`src/rtl/mips_hazard_ctrl.sv`:
```
// ============================================================================
// Module   : mips_hazard_ctrl
// Brief    : 5-stage MIPS hazard/freeze controller: load-use stall, branch
//            flush, EXE forwarding selects, cache-miss freeze and timeout.
// Revision : 1.0 - initial release
// ============================================================================
`default_nettype none

module mips_hazard_ctrl #(
    parameter int REG_ADDR_W   = 5,
    parameter int MISS_TIMEOUT = 255,
    parameter int CNT_W        = 16
) (
    input  logic                  Clk,
    input  logic                  Rst,
    input  logic                  id_valid,
    input  logic [REG_ADDR_W-1:0] id_rs,
    input  logic [REG_ADDR_W-1:0] id_rt,
    input  logic                  id_uses_rt,
    input  logic [REG_ADDR_W-1:0] id_dest,
    input  logic                  id_reg_write,
    input  logic                  id_mem_read,
    input  logic                  ex_branch_taken,
    input  logic                  imem_hit,
    input  logic                  dmem_hit,
    output logic                  stall_pc,
    output logic                  stall_if_id,
    output logic                  bubble_id_ex,
    output logic                  flush_if_id,
    output logic                  flush_id_ex,
    output logic                  freeze,
    output logic [1:0]            fwd_a,
    output logic [1:0]            fwd_b,
    output logic                  miss_error,
    output logic [CNT_W-1:0]      stall_count
);

    localparam int MC_W = (MISS_TIMEOUT < 1) ? 1 : $clog2(MISS_TIMEOUT + 1);
    localparam logic [MC_W-1:0]       c_TIMEOUT  = MC_W'(MISS_TIMEOUT);
    localparam logic [MC_W-1:0]       c_MC_ONE   = MC_W'(1);
    localparam logic [CNT_W-1:0]      c_CNT_ONE  = CNT_W'(1);
    localparam logic [REG_ADDR_W-1:0] c_REG_ZERO = '0;

    typedef struct packed {
        logic                  valid;
        logic [REG_ADDR_W-1:0] rs;
        logic [REG_ADDR_W-1:0] rt;
        logic [REG_ADDR_W-1:0] dest;
        logic                  reg_write;
        logic                  mem_read;
    } shadow_t;

    typedef enum logic [1:0] {
        ST_RUN  = 2'd0,
        ST_MISS = 2'd1,
        ST_ERR  = 2'd2
    } state_t;

    shadow_t r_s1, r_s2, r_s3;
    shadow_t w_s1_nxt;
    state_t  r_state, w_state_nxt;
    logic [MC_W-1:0]  r_miss_cnt, w_miss_cnt_nxt;
    logic [CNT_W-1:0] r_stall_count;

    logic w_miss;
    logic w_freeze;
    logic w_load_use;
    logic w_branch;
    logic w_stall;
    logic w_unused;

    function automatic logic match(input shadow_t s, input logic [REG_ADDR_W-1:0] r);
        return s.valid & s.reg_write & (s.dest == r) & (r != c_REG_ZERO);
    endfunction

    // MEM result is newer than WB, so it wins when both match.
    function automatic logic [1:0] fwd_sel(input shadow_t s1, input shadow_t s2,
                                           input shadow_t s3,
                                           input logic [REG_ADDR_W-1:0] r);
        logic [1:0] sel;
        sel = 2'b00;
        if (s1.valid) begin
            if (match(s2, r))
                sel = 2'b10;
            else if (match(s3, r))
                sel = 2'b01;
        end
        return sel;
    endfunction

    assign w_miss   = ~imem_hit | ~dmem_hit;
    assign w_freeze = w_miss | (r_state == ST_ERR);

    assign w_load_use = id_valid & r_s1.valid & r_s1.mem_read & (r_s1.dest != c_REG_ZERO)
                      & ((r_s1.dest == id_rs) | (id_uses_rt & (r_s1.dest == id_rt)));

    assign w_branch = ex_branch_taken & ~w_freeze;
    assign w_stall  = w_load_use & ~ex_branch_taken & ~w_freeze;

    always_comb begin
        w_s1_nxt = '0;
        if (!(w_stall || w_branch)) begin
            w_s1_nxt.valid     = id_valid;
            w_s1_nxt.rs        = id_rs;
            w_s1_nxt.rt        = id_rt;
            w_s1_nxt.dest      = id_dest;
            w_s1_nxt.reg_write = id_reg_write;
            w_s1_nxt.mem_read  = id_mem_read;
        end
    end

    always_ff @(posedge Clk or posedge Rst) begin
        if (Rst) begin
            r_s1 <= '0;
            r_s2 <= '0;
            r_s3 <= '0;
        end else if (!w_freeze) begin
            r_s3 <= r_s2;
            r_s2 <= r_s1;
            r_s1 <= w_s1_nxt;
        end
    end

    always_ff @(posedge Clk or posedge Rst) begin
        if (Rst) begin
            r_state    <= ST_RUN;
            r_miss_cnt <= '0;
        end else begin
            r_state    <= w_state_nxt;
            r_miss_cnt <= w_miss_cnt_nxt;
        end
    end

    always_comb begin
        w_state_nxt    = r_state;
        w_miss_cnt_nxt = r_miss_cnt;
        case (r_state)
            ST_RUN: begin
                if (w_miss) begin
                    w_state_nxt    = ST_MISS;
                    w_miss_cnt_nxt = c_MC_ONE;
                end
            end
            ST_MISS: begin
                if (!w_miss) begin
                    w_state_nxt    = ST_RUN;
                    w_miss_cnt_nxt = '0;
                end else if (r_miss_cnt == c_TIMEOUT) begin
                    w_state_nxt = ST_ERR;
                end else begin
                    w_miss_cnt_nxt = r_miss_cnt + c_MC_ONE;
                end
            end
            ST_ERR:  w_state_nxt = ST_ERR;
            default: w_state_nxt = ST_RUN;
        endcase
    end

    always_ff @(posedge Clk or posedge Rst) begin
        if (Rst)
            r_stall_count <= '0;
        else if (w_stall && (r_stall_count != '1))
            r_stall_count <= r_stall_count + c_CNT_ONE;
    end

    assign stall_pc     = w_stall;
    assign stall_if_id  = w_stall;
    assign bubble_id_ex = w_stall;
    assign flush_if_id  = w_branch;
    assign flush_id_ex  = w_branch;
    assign freeze       = w_freeze;
    assign fwd_a        = fwd_sel(r_s1, r_s2, r_s3, r_s1.rs);
    assign fwd_b        = fwd_sel(r_s1, r_s2, r_s3, r_s1.rt);
    assign miss_error   = (r_state == ST_ERR);
    assign stall_count  = r_stall_count;

    // Source fields of older entries are carried for observability only.
    assign w_unused = ^{r_s2.rs, r_s2.rt, r_s2.mem_read, r_s3.rs, r_s3.rt, r_s3.mem_read};

endmodule

`default_nettype wire

```
`config.mk`:
```
export PLATFORM = sky130hd
export DESIGN_NAME = mips_hazard_ctrl
export DESIGN_NICKNAME = d
export VERILOG_FILES = /design/src/rtl/mips_hazard_ctrl.sv
export SDC_FILE = /design/constraint.sdc
export NUM_CORES = 1
export LEC_CHECK = 0
export BUFFER_PORTS_ARGS = -buffer_cell sky130_fd_sc_hd__buf_2
export CAP_MARGIN = 20
export CORE_MARGIN = 5
export CORE_UTILIZATION = 47
export DETAILED_ROUTE_END_ITERATION = 8
export GPL_ROUTABILITY_DRIVEN = 1
export PLACE_DENSITY = 0.69
export SLEW_MARGIN = 0
export SYNTH_ARGS = -nofsm -noshare
export SYNTH_HDL_FRONTEND = slang
export SYNTH_SLANG_ARGS = --single-unit
```
`constraint.sdc`:
```
create_clock -name Clk -period 4.3 [get_ports Clk]
set_input_delay 1.29 -clock Clk [delete_from_list [all_inputs] [get_ports Clk]]
set_output_delay 1.29 -clock Clk [all_outputs]
set_load 0.02 [all_outputs]
```
==> results of run 1 <==
## per-stage QoR
stage          hold WS (ns)  total power, mW  utilization [%]  setup WS [ns]
2_1_floorplan         0.446            0.808                -          0.391
3_3_place_gp          0.460            0.859             54.2          0.373
3_5_place_dp          0.470            0.866             54.2          0.339
4_1_cts               0.485             1.34             57.3          0.335
5_1_grt               0.496             1.40             57.3          0.228
6_report              0.481             1.33             57.3          0.339
## how the worst max path moves through the flow
stage / start / to / slack, ns / cells past startpoint
finish: id_rt[3] / stall_pc / 0.34 / 6
global route: id_rt[3] / stall_pc / 0.23 / 6
CTS: id_rt[3] / stall_if_id / 0.34 / 6
detailed placement: id_rt[3] / stall_if_id / 0.34 / 6
global placement: id_rt[3] / stall_if_id / 0.37 / 6
floorplan: id_rt[3] / stall_if_id / 0.39 / 5
## Yosys cell counts
cell type,instances,area [um^2]
a21boi_0,1,7.51
and2_1,3,18.8
nand2_1,46,173
buf_2,1,5.00
or4_1,4,30.0
ha_1,2,25.0
and3_1,3,18.8
nor4_1,1,6.26
a32oi_2,1,16.3
or3b_2,1,8.76
nor4_2,1,12.5
a221oi_1,1,8.76
a211oi_4,1,20.0
nor3b_1,1,7.51
a21oi_1,3,15.0
o21a_1,1,7.51
mux2_2,16,180
nand3_1,8,40.0
xnor2_1,31,272
o21ai_0,22,110
dfrtp_1,58,1450
and3b_1,1,8.76
a211o_1,1,8.76
nor2_1,18,67.6
or3_1,2,12.5
clkbuf_1,5,18.8
buf_6,1,11.3
buf_4,4,30.0
nor3_1,8,40.0
nand4_1,18,113
nor4b_1,1,8.76
inv_1,6,22.5
nand2b_1,2,12.5
xor2_1,17,149
o41ai_1,1,8.76
## worst min-delay path, stage by stage (launching register included)
cell and delay, ns:
dfrtp_1 0.34, nand2_1 0.05, o21ai_0 0.06
## flip-flops by register name (all words and copies together), names as in the netlist
signal       cells
r_s2             7
stall_count     16
r_s3             7
r_s1            18
r_miss_cnt       8
r_state          2
## final cells by class
type                    instances  area [um^2]
well taps                      75         93.8
repair buffers                 52          265
fillers                       521         2560
clock inverters                 2         10.0
multi-input cells             216         1410
flip-flops and latches         58         1450
inverters                       6         22.5
clock buffers                  13          179
## report_power, final
part / internal (mW) / switching, mW / total [mW]
logic: 0.0995 / 0.0894 / 0.189
registers: 0.599 / 0.0663 / 0.665
clock network: 0.267 / 0.208 / 0.475
## per-layer routing
layer  part of all wire [%]  routed length, um  up-vias
met1                     49               2950     1046
met4                    1.7                102        0
met2                     45               2730       57
li1                       -                  -     1111
met3                    4.1                244       10
met5                      0                  0        -
## cells by family (layout without fill, tap and decap cells)
logic type               count (synthesis)  after routing  synth area share [%]
multiplexers                            16             16                  6.12
flip-flops                              58             58                  49.3
AND/OR/NAND/NOR                        118            118                  19.6
XOR/XNOR                                48             48                  14.3
adder cells (fa/ha/maj)                  2              2                 0.849
buffers and inverters                   17             73                  2.97
AO/OA/AOI/OAI                           32             32                  6.88
==> impl_metrics.json, run 1 <==
{
  "status": "complete, no violations",
  "io_pins": 51,
  "crit_type": "input port to output pin",
  "wl_per_cell_um": 14.3,
  "path_cells": "buf_2, xor2_1, nor4_2, a32oi_2, nor2_1, buf_2",
  "slew_headroom_pct": 56.7,
  "cts_tree": "built",
  "syn_area_um2": 2950,
  "skew_ns": 0.00807,
  "gr-total-overflow": 0,
  "port_buffers": 50,
  "hold_class": "register to register",
  "drt-initial-drc-count": 90,
  "avgSynthCellArea_um2": 10.1,
  "p_leak_nw": 1.64,
  "hold_depth": 2,
  "syn_inst": 291,
  "rsz0062_at_grt": "no",
  "fmax_mhz": 252,
  "final_cell_area_um2": 3430,
  "gr-usage-met2_pct": 25.5,
  "num_rows": 28,
  "antenna_found_initial": 0,
  "dieHeight_um": 89.2,
  "endpoint_kind": "output pin",
  "ys_seq_area_share_pct": 49.3,
  "synth-seq-cells": 58,
  "ctsResizeCount": 0,
  "grt_start_max_net_pins": 53,
  "slowest_delay_ns": 0.35,
  "r2r_slack_ns": 2.05,
  "drcViolationCount": 0,
  "startpoint_type": "input port",
  "slew_violations": 0,
  "grt_pass1_wl_mm": 10.3,
  "coreArea_um2": 5990,
  "worstPathArrival_ns": 2.67,
  "min-delay-start": "r_s1[1]",
  "maxCapViolations": 0,
  "drive_gt1_share_pct": 25.6,
  "numCtsBuffers": 9,
  "vias": 2224,
  "nets": 369,
  "period_needed_ns": 3.96,
  "fin_cells": 422,
  "crit_fanout": 6,
  "grtUsageTotal_pct": 16.9,
  "setup_tns_ns": 0,
  "dieArea_um2": 7950,
  "syn2layout_area_growth_pct": 16.6,
  "viasPerCell": 5.27,
  "met3_usage_pct": 3.78,
  "r2r_cells": 5,
  "final_antenna_net_count": 0,
  "synth_cell_types": 35,
  "dp.cells": 407,
  "antenna_cells": 0,
  "cpMostUsedCell": "buf_2",
  "first_global_vias": 2217,
  "hold_path_end": "r_s1[1]",
  "syn_nets": 317,
  "cpMaxStageDelayCell": "nor2_1",
  "start_util_pct": 49.2,
  "holdBufCountCts": 0,
  "clock-root-buffer": "clkbuf_8",
  "cp_num_buf_inv": 2,
  "required_ns": 3.01,
  "post-cts-setup-buffers": 0,
  "final_cell_mix": "dfrtp_1, buf_2, nand2_1",
  "clk_pin_slew_ns": 0.07,
  "gp_congestion": 0.811,
  "htree_levels": 3,
  "ys_warn_count": 0,
  "place_hpwl_mm": 4.38,
  "routed_wl_mm": 6.02,
  "dpl_cell_area_um2": 3240,
  "clockBufferDepth": 2,
  "final_common_cell": "dfrtp_1",
  "crit_family": "simple AND/OR/NAND/NOR gates",
  "vdd_drop_max_mv": 0.280,
  "setup_viol": 0,
  "clock-sinks": 58,
  "busiest_layer": "met2",
  "power_density_nw_per_um2": 387,
  "clkLatencyLatePin_ns": 0.33,
  "dr.pass1.iters": 4,
  "met1_usage_pct": 23.3,
  "die_w_um": 89.2,
  "post-route-period-util_pct": 92.1,
  "crit-reg2reg-launch": "r_s1[3]",
  "r2r-end": "stall_count[1]",
  "final_hold_viol_count": 0,
  "worst_pin_slew_ns": 0.644
}
Note: power is estimated with default switching activity, not from simulation.
==> inputs of run 2 (changes only) <==
- RECOVER_POWER: not set -> 25
==> run 2 against run 1 <==
  * Worst setup slack did not move
  * Global-route usage is the same
  * Non-clock buffer count unchanged
  * Final cell count unchanged
  * Clock skew barely moved
  * Die area did not move
  * Utilization decreased by 0.084 points
  * Flip-flop and latch count stayed put
  * Clock power barely moved
  * Maximum frequency unchanged
  * Critical endpoint unchanged
  * Largest power group unchanged
==> impl_metrics.json, run 2 (synthesis results as in run 1) <==
{
  "antenna_found_initial": 0,
  "final_hold_viol_count": 0,
  "antenna_cells": 0,
  "worst_pin_slew_ns": 1.43,
  "cpMostUsedCell": "buf_2",
  "maxCapViolations": 0,
  "final_antenna_net_count": 0,
  "dpl_cell_area_um2": 3240,
  "vias": 2217,
  "crit_type": "input port to output pin",
  "largest_reg_flops": 18,
  "holdBufCountCts": 0,
  "drcViolationCount": 0,
  "post-cts-setup-buffers": 0,
  "crit_family": "simple AND/OR/NAND/NOR gates",
  "final_util_pct": 57.2,
  "setup_viol": 0,
  "dr.pass1.iters": 4,
  "gr-total-overflow": 0,
  "period_needed_ns": 3.96,
  "wl_per_cell_um": 14.2,
  "power_density_nw_per_um2": 387,
  "required_ns": 3.01,
  "grtUsageTotal_pct": 16.9,
  "cp_num_buf_inv": 2,
  "skew_ns": 0.00830,
  "crit-reg2reg-launch": "r_s1[3]",
  "clock-root-buffer": "clkbuf_8",
  "hold_depth": 2,
  "grt_start_max_net_pins": 53,
  "met1_usage_pct": 23.3,
  "worstPathArrival_ns": 2.67,
  "startpoint_type": "input port",
  "cts_tree": "built",
  "crit_end": "stall_pc",
  "hold_class": "register to register",
  "clockBufferDepth": 2,
  "path_cells": "buf_2, xor2_1, nor4_2, a32oi_2, nor2_1, buf_2",
  "place_hpwl_mm": 4.38,
  "top_register": "r_s1",
  "crit_cells": 6,
  "dieArea_um2": 7950,
  "start_util_pct": 49.2,
  "r2r_slack_ns": 2.06,
  "first_global_vias": 2217,
  "gp_congestion": 0.811,
  "vdd_drop_max_mv": 0.280,
  "syn2layout_area_growth_pct": 16.4,
  "slew_headroom_pct": 4.69,
  "r2r-end": "stall_count[1]",
  "fmax_mhz": 252,
  "clk_pin_slew_ns": 0.07,
  "met3_usage_pct": 3.78,
  "io_pins": 51,
  "status": "complete, no violations",
  "drive_gt1_share_pct": 24.8,
  "rsz0062_at_grt": "no",
  "clkLatencyLatePin_ns": 0.33,
  "drt-initial-drc-count": 89,
  "slew_violations": 0,
  "busiest_layer": "met2",
  "crit_fanout": 6,
  "coreArea_um2": 5990,
  "routed_wl_mm": 6.01,
  "die_w_um": 89.2,
  "final_common_cell": "dfrtp_1",
  "num_rows": 28,
  "slowest_delay_ns": 0.35,
  "port_buffers": 50,
  "cpMaxStageDelayCell": "nor2_1",
  "nets": 369,
  "post-route-period-util_pct": 92.1,
  "min-delay-start": "r_s1[1]",
  "dieHeight_um": 89.2,
  "final_cell_area_um2": 3430,
  "final_cell_mix": "dfrtp_1, buf_2, nand2_1",
  "numCtsBuffers": 9,
  "endpoint_kind": "output pin",
  "gr-usage-met2_pct": 25.5,
  "htree_levels": 3,
  "grt_pass1_wl_mm": 10.3,
  "viasPerCell": 5.25,
  "setup_tns_ns": 0,
  "r2r_cells": 5,
  "critPathLaunch": "id_rt[3]",
  "ctsResizeCount": 0,
  "clock-sinks": 58,
  "p_leak_nw": 1.64
}
run 2: changes by cell type in the layout (fill, tap and decap cells not counted), sizes merged:
cell	delta
clkbuf	+2
buf	-2
run 2: power by group:
| group | total [mW] | switching, mW | internal, mW |
|---|---|---|---|
| sequential | 0.665 | 0.0663 | 0.599 |
| combinational | 0.188 | 0.0892 | 0.0989 |
| clock | 0.475 | 0.208 | 0.267 |
run 2: area by class of cell:
class / instances / area, um^2
Clock buffer: 13 / 179
Clock inverter: 2 / 10.0
Fill cell: 522 / 2560
Inverter: 6 / 22.5
Multi-Input combinational cell: 216 / 1410
Sequential cell: 58 / 1450
Tap cell: 75 / 93.8
Timing Repair Buffer: 52 / 260
run 2: tightest hold or removal path, cell delays in order (launching register included):
cell and delay, ns:
dfrtp_1 0.34, nand2_1 0.05, o21ai_0 0.06
run 2: through the flow:
step	cells	setup slack, ns	hold WS [ns]	power (mW)
global placement	407	0.373	0.460	0.859
CTS	422	0.335	0.485	1.34
finish	422	0.339	0.481	1.33
global route	422	0.228	0.496	1.40
floorplan	291	0.391	0.446	0.808
detailed placement	407	0.339	0.470	0.866
run 2: how the worst min path moves through the flow:
stage	endpoint	slack, ns
global route	r_s1[1]	0.50
global placement	r_s1[1]	0.46
detailed placement	r_s1[1]	0.47
floorplan	r_s1[1]	0.45
CTS	r_s1[1]	0.49
finish	r_s1[1]	0.48
run 2: layer usage:
layer / part of all wire [%] / vias to the layer above
met3: 4.0 / 10
li1: - / 1113
met4: 1.7 / 0
met5: 0 / -
met1: 49 / 1036
met2: 45 / 58
==> inputs of run 3 (changes only) <==
- CORE_UTILIZATION: 47 -> 60
- PLACE_DENSITY: 0.69 -> 0.85
==> run 3 against run 2 <==
  * Combinational power rose by 3%
  * Total power increased by 6.0%
  * Flip-flop and latch count is the same
  * Die area shrank 19%
  * Critical path depth did not move
  * Largest cell class unchanged
  * Non-clock buffer count is the same
  * The run now ends with max-capacitance violations, max-slew violations left
  * Register-to-register slack worse by 0.02 ns
  * Worst setup slack improved by 0.030 ns
  * Global-route usage up 5.6 points
  * Critical endpoint is now stall_if_id
==> impl_metrics.json, run 3 (synthesis results as in run 1) <==
{
  "startpoint_type": "input port",
  "vdd_drop_max_mv": 0.304,
  "numCtsBuffers": 9,
  "worstPathArrival_ns": 2.64,
  "largest_reg_flops": 18,
  "antenna_cells": 0,
  "clockBufferDepth": 2,
  "power_density_nw_per_um2": 408,
  "maxCapViolations": 1,
  "crit_fanout": 6,
  "vias": 2286,
  "final.fill_count": 348,
  "antenna_found_initial": 0,
  "io_pins": 51,
  "slew_headroom_pct": -12.3,
  "setup_slack_ns": 0.370,
  "routed_wl_mm": 6.17,
  "viasPerCell": 5.51,
  "setup_viol": 0,
  "final_common_cell": "dfrtp_1",
  "rsz0062_at_grt": "no",
  "num_rows": 25,
  "clk_pin_slew_ns": 0.07,
  "holdBufCountCts": 0,
  "skew_ns": 0.00681,
  "htree_levels": 3,
  "drt-initial-drc-count": 88,
  "hold_class": "register to register",
  "clock-root-buffer": "clkbuf_8",
  "first_global_vias": 2397,
  "die_w_um": 80.1,
  "status": "finished, violations left",
  "worst_pin_slew_ns": 1.68,
  "drcViolationCount": 0,
  "final_util_pct": 72.6,
  "gr-total-overflow": 0,
  "post-cts-setup-buffers": 0,
  "setup_tns_ns": 0,
  "final_cell_mix": "dfrtp_1, buf_2, nand2_1",
  "endpoint_kind": "output pin",
  "syn2layout_area_growth_pct": 17.2,
  "port_buffers": 50,
  "final_hold_viol_count": 0,
  "ctsResizeCount": 0,
  "grt_start_max_net_pins": 53,
  "cts_tree": "built",
  "fmax_mhz": 254,
  "dieArea_um2": 6410,
  "post-route-period-util_pct": 91.4,
  "fin_cells": 415,
  "violations": "max-capacitance violations, max-slew violations",
  "nets": 369,
  "grt_pass1_wl_mm": 11.0,
  "coreArea_um2": 4750,
  "slew_violations": 47,
  "wl_per_cell_um": 14.9,
  "drive_gt1_share_pct": 25.3,
  "place_hpwl_mm": 4.30,
  "start_util_pct": 61.9,
  "period_needed_ns": 3.93,
  "final_antenna_net_count": 0,
  "dieHeight_um": 80.1,
  "top_register": "r_s1",
  "clock-sinks": 58,
  "crit_type": "input port to output pin",
  "post-place-ws_ns": 0.368,
  "gp_congestion": 0.896,
  "clkLatencyLatePin_ns": 0.34,
  "dr.pass1.iters": 4,
  "p_leak_nw": 1.65,
  "grtUsageTotal_pct": 22.6,
  "dp.cells": 399,
  "required_ns": 3.01
}
-- run 3: cell types whose count changed in the layout (fill, tap and decap cells not counted) --
| cell | before | now |
|---|---|---|
| buf_4 | 1 | 2 |
| bufinv_16 | 0 | 2 |
| clkbuf_1 | 2 | 1 |
| clkbuf_8 | 13 | 9 |
| clkinv_4 | 0 | 1 |
| clkinvlp_4 | 0 | 2 |
-- run 3: layout make-up --
type,count,area (um^2),area share (%)
multi-input cells,216,1410,40.9
repair buffers,52,264,7.65
inverters,6,22.5,0.653
flip-flops and latches,58,1450,42.1
well taps,67,83.8,2.43
clock inverters,7,93.8,2.72
clock buffers,9,124,3.59
-- run 3: routing by layer --
layer	global-route usage, %	share of wire (%)	up-vias
met2	35.0	47	59
li1	-	-	1105
met1	27.7	44	1105
met4	12.2	2.9	0
met5	0	0	-
met3	7.74	6.5	17
-- run 3: worst paths after layout --
| kind | from | end | slack, ns | depth (start not counted) |
|---|---|---|---|---|
| max in group asynchronous | Rst | r_s1[16] | 1.85 | 3 |
| worst max register to register | r_s1[5] | stall_count[1] | 2.04 | 5 |
| min in group asynchronous | Rst | stall_count[4] | 1.46 | 2 |
| worst min-delay path | stall_count[9] | stall_count[9] | 0.49 | 1 |
| worst min register to register | stall_count[9] | stall_count[9] | 0.49 | 1 |
| worst max-delay path | id_rt[3] | stall_if_id | 0.37 | 6 |
-- run 3: report_power, final --
part,internal [mW],leakage (nW),switching [mW]
registers,0.598,0.774,0.0676
logic,0.0993,0.766,0.0937
clock network,0.325,0.105,0.224
total,1.02,1.65,0.386
-- run 3: critical path: stages --
cell and delay [ns]:
buf_2 0.11, xor2_1 0.14, nor4_2 0.32, a32oi_2 0.21, nor2_1 0.34, buf_2 0.24
-- run 3: stage by stage --
step           hold WS (ns)  cell area, um^2  power [mW]
2_1_floorplan         0.446             2950       0.808
3_5_place_dp          0.485             3230       0.866
4_1_cts               0.496             3450        1.42
3_3_place_gp          0.460             3230       0.855
5_1_grt               0.532             3450        1.47
6_report              0.494             3450        1.41
